===== config.mk =====
export PLATFORM = sky130hd
export DESIGN_NAME = ntt_stage_ctrl_flat
export DESIGN_NICKNAME = d
export VERILOG_FILES = /design/src/rtl/ntt_stage_ctrl_if.sv /design/src/rtl/ntt_stage_ctrl.sv /design/src/flat_wrapper.sv
export SDC_FILE = /design/constraint.sdc
export NUM_CORES = 1
export LEC_CHECK = 0
export CORE_MARGIN = 2
export CORE_UTILIZATION = 56
export CTS_CLUSTER_SIZE = 16
export DETAILED_ROUTE_END_ITERATION = 10
export PLACE_DENSITY = 0.8
export SKIP_CTS_REPAIR_TIMING = 1
export SLEW_MARGIN = 15
export SYNTH_ARGS = -nofsm -noshare
export SYNTH_HDL_FRONTEND = slang
export SYNTH_SLANG_ARGS = --single-unit

===== constraint.sdc =====
create_clock -name clk -period 5 [get_ports clk]
set_input_delay 0.5 -clock clk [delete_from_list [all_inputs] [get_ports clk]]
set_output_delay 0.5 -clock clk [all_outputs]
set_load 0.05 [all_outputs]

===== src/rtl/ntt_stage_ctrl_if.sv =====
// ==========================================================================
// ntt_stage_ctrl_if : start/stall, read/write strobes and addresses of an NTT stage sequencer
// Revision 1.0 -- initial release (optional inverse order: NTT_STAGE_CTRL_INTT_EN)
// ==========================================================================
`default_nettype none

interface ntt_stage_ctrl_if #(
  parameter int LOGN = 8
);
  logic            start;
  logic            stall;
  logic            busy;
  logic            done;
  logic            rd_en;
  logic [LOGN-1:0] rd_addr_a;
  logic [LOGN-1:0] rd_addr_b;
  logic [LOGN-2:0] tw_addr;
  logic            bf_valid;
  logic            wr_en;
  logic [LOGN-1:0] wr_addr_a;
  logic [LOGN-1:0] wr_addr_b;
  logic [LOGN-1:0] stage;
`ifdef NTT_STAGE_CTRL_INTT_EN
  logic            inv;
  logic            tw_inv;

  modport master (
    input  start, stall, inv,
    output busy, done, rd_en, rd_addr_a, rd_addr_b, tw_addr,
           bf_valid, wr_en, wr_addr_a, wr_addr_b, stage, tw_inv
  );
  modport slave (
    output start, stall, inv,
    input  busy, done, rd_en, rd_addr_a, rd_addr_b, tw_addr,
           bf_valid, wr_en, wr_addr_a, wr_addr_b, stage, tw_inv
  );
`else
  modport master (
    input  start, stall,
    output busy, done, rd_en, rd_addr_a, rd_addr_b, tw_addr,
           bf_valid, wr_en, wr_addr_a, wr_addr_b, stage
  );
  modport slave (
    output start, stall,
    input  busy, done, rd_en, rd_addr_a, rd_addr_b, tw_addr,
           bf_valid, wr_en, wr_addr_a, wr_addr_b, stage
  );
`endif
endinterface

`default_nettype wire


===== src/rtl/ntt_stage_ctrl.sv =====
// ==========================================================================
// ntt_stage_ctrl : radix-2 NTT stage/butterfly sequencer; NTT_STAGE_CTRL_INTT_EN adds inverse stage order
// Revision 1.0 -- initial release
// ==========================================================================
`default_nettype none

module ntt_stage_ctrl #(
  parameter int LOGN    = 8,
  parameter int MUL_LAT = 6
) (
  input  logic             clk,
  input  logic             reset_n,
  ntt_stage_ctrl_if.master bus
);

  localparam int              HALF       = 1 << (LOGN - 1);
  localparam int              TW_W       = LOGN - 1;
  localparam int              DW         = $clog2(MUL_LAT + 2);
  localparam logic [LOGN-1:0] K_LAST     = LOGN'(HALF - 1);
  localparam logic [LOGN-1:0] STAGE_LAST = LOGN'(LOGN - 1);
  localparam logic [DW-1:0]   DRAIN_LAST = DW'(MUL_LAT);

  typedef enum logic [1:0] {
    S_IDLE  = 2'd0,
    S_RUN   = 2'd1,
    S_DRAIN = 2'd2,
    S_DONE  = 2'd3
  } state_e;

  state_e            state_q;
  logic [LOGN-1:0]   stage_q;
  logic [LOGN-1:0]   k_q;
  logic [DW-1:0]     drain_q;
  logic              busy_q;
  logic              done_q;
  logic              rd_en_q;
  logic [LOGN-1:0]   rd_a_q;
  logic [LOGN-1:0]   rd_b_q;
  logic [TW_W-1:0]   tw_q;

  logic [MUL_LAT:0]            vld_pipe_q;
  logic [MUL_LAT:0][LOGN-1:0]  a_pipe_q;
  logic [MUL_LAT:0][LOGN-1:0]  b_pipe_q;

  logic [LOGN-1:0] m_d, i_d, j_d, a_d, b_d;
  logic [TW_W-1:0] tw_d;
  logic [LOGN-1:0] first_stage_d, next_stage_d;
  logic            last_stage_d;

  // Butterfly (a, b, twiddle) for the current (stage, k) pair
  always_comb begin
    m_d  = LOGN'(1) << stage_q;
    i_d  = k_q & (m_d - LOGN'(1));
    j_d  = k_q >> stage_q;
    a_d  = (j_d << (stage_q + LOGN'(1))) + i_d;
    b_d  = a_d + m_d;
    tw_d = TW_W'(i_d << (STAGE_LAST - stage_q));
  end

`ifdef NTT_STAGE_CTRL_INTT_EN
  logic inv_q;

  always_ff @(posedge clk or negedge reset_n) begin
    if (!reset_n) begin
      inv_q <= 1'b0;
    end else if (state_q == S_IDLE && bus.start) begin
      inv_q <= bus.inv;
    end
  end

  // Inverse transforms walk the stages downwards, same per-stage formulas
  always_comb begin
    first_stage_d = bus.inv ? STAGE_LAST : '0;
    last_stage_d  = inv_q ? (stage_q == '0) : (stage_q == STAGE_LAST);
    next_stage_d  = inv_q ? (stage_q - LOGN'(1)) : (stage_q + LOGN'(1));
  end

  assign bus.tw_inv = inv_q;
`else
  always_comb begin
    first_stage_d = '0;
    last_stage_d  = (stage_q == STAGE_LAST);
    next_stage_d  = stage_q + LOGN'(1);
  end
`endif

  // Outputs are registered, so they trail the state by one cycle
  always_ff @(posedge clk or negedge reset_n) begin
    if (!reset_n) begin
      state_q <= S_IDLE;
      stage_q <= '0;
      k_q     <= '0;
      drain_q <= '0;
      busy_q  <= 1'b0;
      done_q  <= 1'b0;
      rd_en_q <= 1'b0;
      rd_a_q  <= '0;
      rd_b_q  <= '0;
      tw_q    <= '0;
    end else begin
      busy_q  <= (state_q == S_RUN) || (state_q == S_DRAIN);
      done_q  <= (state_q == S_DONE);
      rd_en_q <= 1'b0;
      case (state_q)
        S_IDLE: begin
          if (bus.start) begin
            state_q <= S_RUN;
            stage_q <= first_stage_d;
            k_q     <= '0;
          end
        end
        S_RUN: begin
          if (!bus.stall) begin
            rd_en_q <= 1'b1;
            rd_a_q  <= a_d;
            rd_b_q  <= b_d;
            tw_q    <= tw_d;
            if (k_q == K_LAST) begin
              k_q     <= '0;
              drain_q <= '0;
              state_q <= S_DRAIN;
            end else begin
              k_q <= k_q + LOGN'(1);
            end
          end
        end
        S_DRAIN: begin
          // Hold off the next stage until the last write of this one lands
          if (drain_q == DRAIN_LAST) begin
            if (last_stage_d) begin
              state_q <= S_DONE;
            end else begin
              stage_q <= next_stage_d;
              k_q     <= '0;
              state_q <= S_RUN;
            end
          end else begin
            drain_q <= drain_q + DW'(1);
          end
        end
        S_DONE: begin
          state_q <= S_IDLE;
        end
        default: begin
          state_q <= S_IDLE;
        end
      endcase
    end
  end

  // Read strobe/addresses delayed to the butterfly input and write-back
  always_ff @(posedge clk or negedge reset_n) begin
    if (!reset_n) begin
      vld_pipe_q <= '0;
      a_pipe_q   <= '0;
      b_pipe_q   <= '0;
    end else begin
      vld_pipe_q[0] <= rd_en_q;
      a_pipe_q[0]   <= rd_a_q;
      b_pipe_q[0]   <= rd_b_q;
      for (int i = 1; i <= MUL_LAT; i++) begin
        vld_pipe_q[i] <= vld_pipe_q[i-1];
        a_pipe_q[i]   <= a_pipe_q[i-1];
        b_pipe_q[i]   <= b_pipe_q[i-1];
      end
    end
  end

  assign bus.busy      = busy_q;
  assign bus.done      = done_q;
  assign bus.rd_en     = rd_en_q;
  assign bus.rd_addr_a = rd_a_q;
  assign bus.rd_addr_b = rd_b_q;
  assign bus.tw_addr   = tw_q;
  assign bus.stage     = stage_q;
  assign bus.bf_valid  = vld_pipe_q[0];
  assign bus.wr_en     = vld_pipe_q[MUL_LAT];
  assign bus.wr_addr_a = a_pipe_q[MUL_LAT];
  assign bus.wr_addr_b = b_pipe_q[MUL_LAT];

endmodule

`default_nettype wire


===== src/flat_wrapper.sv =====
// flat-port wrapper written by rule: the top's interface ports become plain ports
module ntt_stage_ctrl_flat 
#(
  parameter int LOGN    = 8,
  parameter int MUL_LAT = 6
)
  (clk, reset_n, bus_start, bus_stall, bus_busy, bus_done, bus_rd_en, bus_rd_addr_a, bus_rd_addr_b, bus_tw_addr, bus_bf_valid, bus_wr_en, bus_wr_addr_a, bus_wr_addr_b, bus_stage);
  ntt_stage_ctrl_if #(.LOGN(LOGN)) bus_i ();
  input  logic clk;
  input  logic reset_n;
  input wire logic [$bits(bus_i.start)-1:0] bus_start;
  input wire logic [$bits(bus_i.stall)-1:0] bus_stall;
  output wire logic [$bits(bus_i.busy)-1:0] bus_busy;
  output wire logic [$bits(bus_i.done)-1:0] bus_done;
  output wire logic [$bits(bus_i.rd_en)-1:0] bus_rd_en;
  output wire logic [$bits(bus_i.rd_addr_a)-1:0] bus_rd_addr_a;
  output wire logic [$bits(bus_i.rd_addr_b)-1:0] bus_rd_addr_b;
  output wire logic [$bits(bus_i.tw_addr)-1:0] bus_tw_addr;
  output wire logic [$bits(bus_i.bf_valid)-1:0] bus_bf_valid;
  output wire logic [$bits(bus_i.wr_en)-1:0] bus_wr_en;
  output wire logic [$bits(bus_i.wr_addr_a)-1:0] bus_wr_addr_a;
  output wire logic [$bits(bus_i.wr_addr_b)-1:0] bus_wr_addr_b;
  output wire logic [$bits(bus_i.stage)-1:0] bus_stage;
  assign bus_i.start = bus_start;
  assign bus_i.stall = bus_stall;
  assign bus_busy = bus_i.busy;
  assign bus_done = bus_i.done;
  assign bus_rd_en = bus_i.rd_en;
  assign bus_rd_addr_a = bus_i.rd_addr_a;
  assign bus_rd_addr_b = bus_i.rd_addr_b;
  assign bus_tw_addr = bus_i.tw_addr;
  assign bus_bf_valid = bus_i.bf_valid;
  assign bus_wr_en = bus_i.wr_en;
  assign bus_wr_addr_a = bus_i.wr_addr_a;
  assign bus_wr_addr_b = bus_i.wr_addr_b;
  assign bus_stage = bus_i.stage;
  ntt_stage_ctrl #(.LOGN(LOGN), .MUL_LAT(MUL_LAT)) u_core (.clk(clk), .reset_n(reset_n), .bus(bus_i));
endmodule

==> flow_metrics.tcl <==
set metrics [dict create \
    outcome "finished, final reports clean" \
    grt_pass1_wl_um 23700 \
    start_kind "flop" \
    syn_area_um2 6810 \
    fp.dieH_um 114 \
    numCtsBuffers 17 \
    fmaxAchievable_mhz 215 \
    regToRegSetupSlack_ns 0.34 \
    clock_latency_ns 0.42 \
    setup_viol 0 \
    reg2reg_depth 20 \
    cp-endpoint "u_core.bus.rd_addr_b[7]" \
    fillers 870 \
    multiInputGateArea_um2 2360 \
    nNetsFinal 644 \
    clkTransAtPathRegs_ns 0.06 \
    fin_tns_setup_ns 0 \
    synth_area_leader_cell "dfrtp_1" \
    slew_headroom_pct 53.5 \
    timing_hold_violations_final 0 \
    gp_congestion 0.896 \
    synth_ff_type "dfrtp_1" \
    worst_slew_pin_slew_ns 0.697 \
    grtUsageTotal_pct 24.3 \
    initial_utilization_pct 56.9 \
    ctsLongestPathBuffers 2 \
    antenna_cells 0 \
    place_hpwl_um 9870 \
    crit_type "flop to flop" \
    drv_cap 0 \
    coreArea_um2 12000 \
    path_max_fanout 11 \
    final_antenna_net_count 0 \
    dr.first_iter.drc_count 356 \
    ys_ff_latch 166 \
    cts_tree "built" \
    grt_max_degree 65 \
    grt_overflow 0 \
    place_inst 741 \
    vdd_drop_max_uv 287 \
    worstPathRequired_ns 5.35 \
    yosys-top-cells-count "166 x dfrtp_1, 53 x nand2_1, 37 x nor2_1, 25 x ha_1, 19 x a21oi_1" \
    synth_edf_count 0 \
    grt_pass1_vias 4497 \
    rsz0062_at_grt "false" \
    io_pins 56 \
    p_per_area_nw_per_um2 564 \
    power_uw 4540 \
    antenna_found_initial 0 \
    synth_top_area_share_pct 61.0 \
    hold_slack_ns 0.0427 \
    syn_avg_cell_area_um2 12.1 \
    async_flop_share_pct 100 \
    row_count 40 \
    cts_sinks 166 \
    routed_wl_um 14700 \
    portBuffers 55 \
    r2r_end "u_core.bus.rd_addr_b[7]" \
    root_buffer "clkbuf_16" \
    finalCriticalPeriod_ns 4.66 \
    post_synth_num_cell_types 67 \
    regArea_um2 4160 \
    cp.arrival_ns 5.01 \
    worstSetupStartpoint "u_core.bus.stage[1]" \
    syn_to_final_growth_pct 18.1 \
    route.vias.total 4371 \
    drt-pass1-iter-count 4 \
    die_x_um 114 \
    ys_warn_count 0 \
    synth_area_leaders "dfrtp_1 61%, ha_1 4.6%, nand2_1 2.9%" \
    cp-end-kind "flop" \
    fin_crit_sh_pct 93.1 \
    yosysMostFrequentCell "dfrtp_1" \
    drc 0 \
    p_leak_uw 0.00375 \
    htreeDepth 4 \
    vias_per_cell 5.65 \
    die_area_um2 13100 \
    slew_viol_final 0 \
    drive_gt1_share_pct 11.8 \
    syn_nets 593 \
    finClkSkew_ns 0.00595 \
    final_core_util_pct 67.2 \
    layoutNonFillerInstCount 773 \
    post_drt_wl_per_cell_um 19.0 \
    yosysSeqAreaShare_pct 61.0 \
    r2r_start "u_core.bus.stage[1]" \
    hp-class "primary input to async pin" \
    syn_inst 562 \
]
-- stage by stage --
| step | setup WS, ns | cell area [µm²] |
|---|---|---|
| finish | 0.343 | 8040 |
| global route | 0.0845 | 8040 |
| CTS | 0.236 | 8030 |
| detailed placement | 0.294 | 7440 |
| global placement | 0.451 | 7440 |
| floorplan | 0.358 | 6810 |
-- worst min path at each step --
stage / start / to / slack [ns]
5_1_grt: reset_n / u_core.b_pipe_q[33] / 0.09
2_1_floorplan: reset_n / u_core.a_pipe_q[0] / 0.20
4_1_cts: reset_n / u_core.a_pipe_q[29] / 0.05
3_5_place_dp: u_core.a_pipe_q[2] / u_core.a_pipe_q[10] / 0.33
6_report: reset_n / u_core.b_pipe_q[33] / 0.04
3_3_place_gp: u_core.a_pipe_q[30] / u_core.a_pipe_q[38] / 0.33
-- final cells by class --
cell class / count / share of cell area (%)
clock inverters: 12 / 1.84
well taps: 147 / 2.29
clock buffers: 20 / 5.56
repair buffers: 74 / 8.64
multi-input cells: 340 / 29.3
inverters: 14 / 0.654
flip-flops and latches: 166 / 51.7
-- where the power goes --
| part | total, µW | internal [µW] | switching (µW) |
|---|---|---|---|
| Combinational | 1290 | 441 | 846 |
| Sequential | 1950 | 1740 | 207 |
| Clock | 1300 | 759 | 543 |
-- cell families (layout without fill, tap and decap cells) --
group	count (synthesis)	in the layout	share of synthesized area, %
multiplexers	19	19	3.16
XOR/XNOR	24	24	3.29
AO/OA/AOI/OAI	102	102	10.1
flip-flops	166	166	61.0
adder cells (fa/ha/maj)	27	27	5.18
buffers and inverters	56	120	4.41
AND/OR/NAND/NOR	168	168	12.8
-- flip-flops by register name (all words and copies together) (netlist names), 2 cells and up --
signal / cells
u_core.bus.wr_addr_b: 8
u_core.bus.rd_addr_b: 8
u_core.bus.tw_addr: 7
u_core.bus.stage: 8
u_core.bus.rd_addr_a: 8
u_core.k_q: 8
u_core.b_pipe_q: 48
u_core.bus.wr_addr_a: 8
u_core.a_pipe_q: 48
u_core.drain_q: 3
u_core.vld_pipe_q: 7
u_core.state_q: 2
-- cell usage in the layout (no fill, tap or decap), types with 10 or more instances in the layout --
| master | instances |
|---|---|
| mux2i_1 | 11 |
| ha_1 | 25 |
| nor2_1 | 37 |
| nor3_1 | 10 |
| nand3_1 | 14 |
| inv_1 | 12 |
| clkdlybuf4s50_1 | 54 |
| nand2_1 | 53 |
| o21ai_0 | 18 |
| clkbuf_16 | 17 |
| a21oi_1 | 19 |
| dfrtp_1 | 164 |
| xnor2_1 | 16 |
| buf_4 | 19 |
-- worst max-delay path: stages, from the launching register on --
cell and delay, ns:
dfrtp_1 0.50, buf_4 0.23, nor2b_1 0.16, a32o_1 0.23
nor3_1 0.32, o21ai_0 0.20, nor3_1 0.41, ha_1 0.31
a21o_1 0.18, a21oi_1 0.23, nor2b_1 0.09, o21a_1 0.20
nor2_1 0.13, xnor2_1 0.17, ha_1 0.31, nor3_1 0.22
nor2_1 0.08, o41ai_1 0.08, xnor2_1 0.18, xnor3_1 0.23
o21ai_1 0.12
-- routing by layer --
metal / up-vias / global-route usage, % / part of all wire, %
li1: 2040 / - / -
met1: 2176 / 30.7 / 42
met2: 125 / 40.0 / 51
met3: 30 / 5.66 / 3.9
met4: 0 / 11.2 / 2.9
met5: - / 0 / 0
Note: power is estimated with default switching activity, not from simulation.
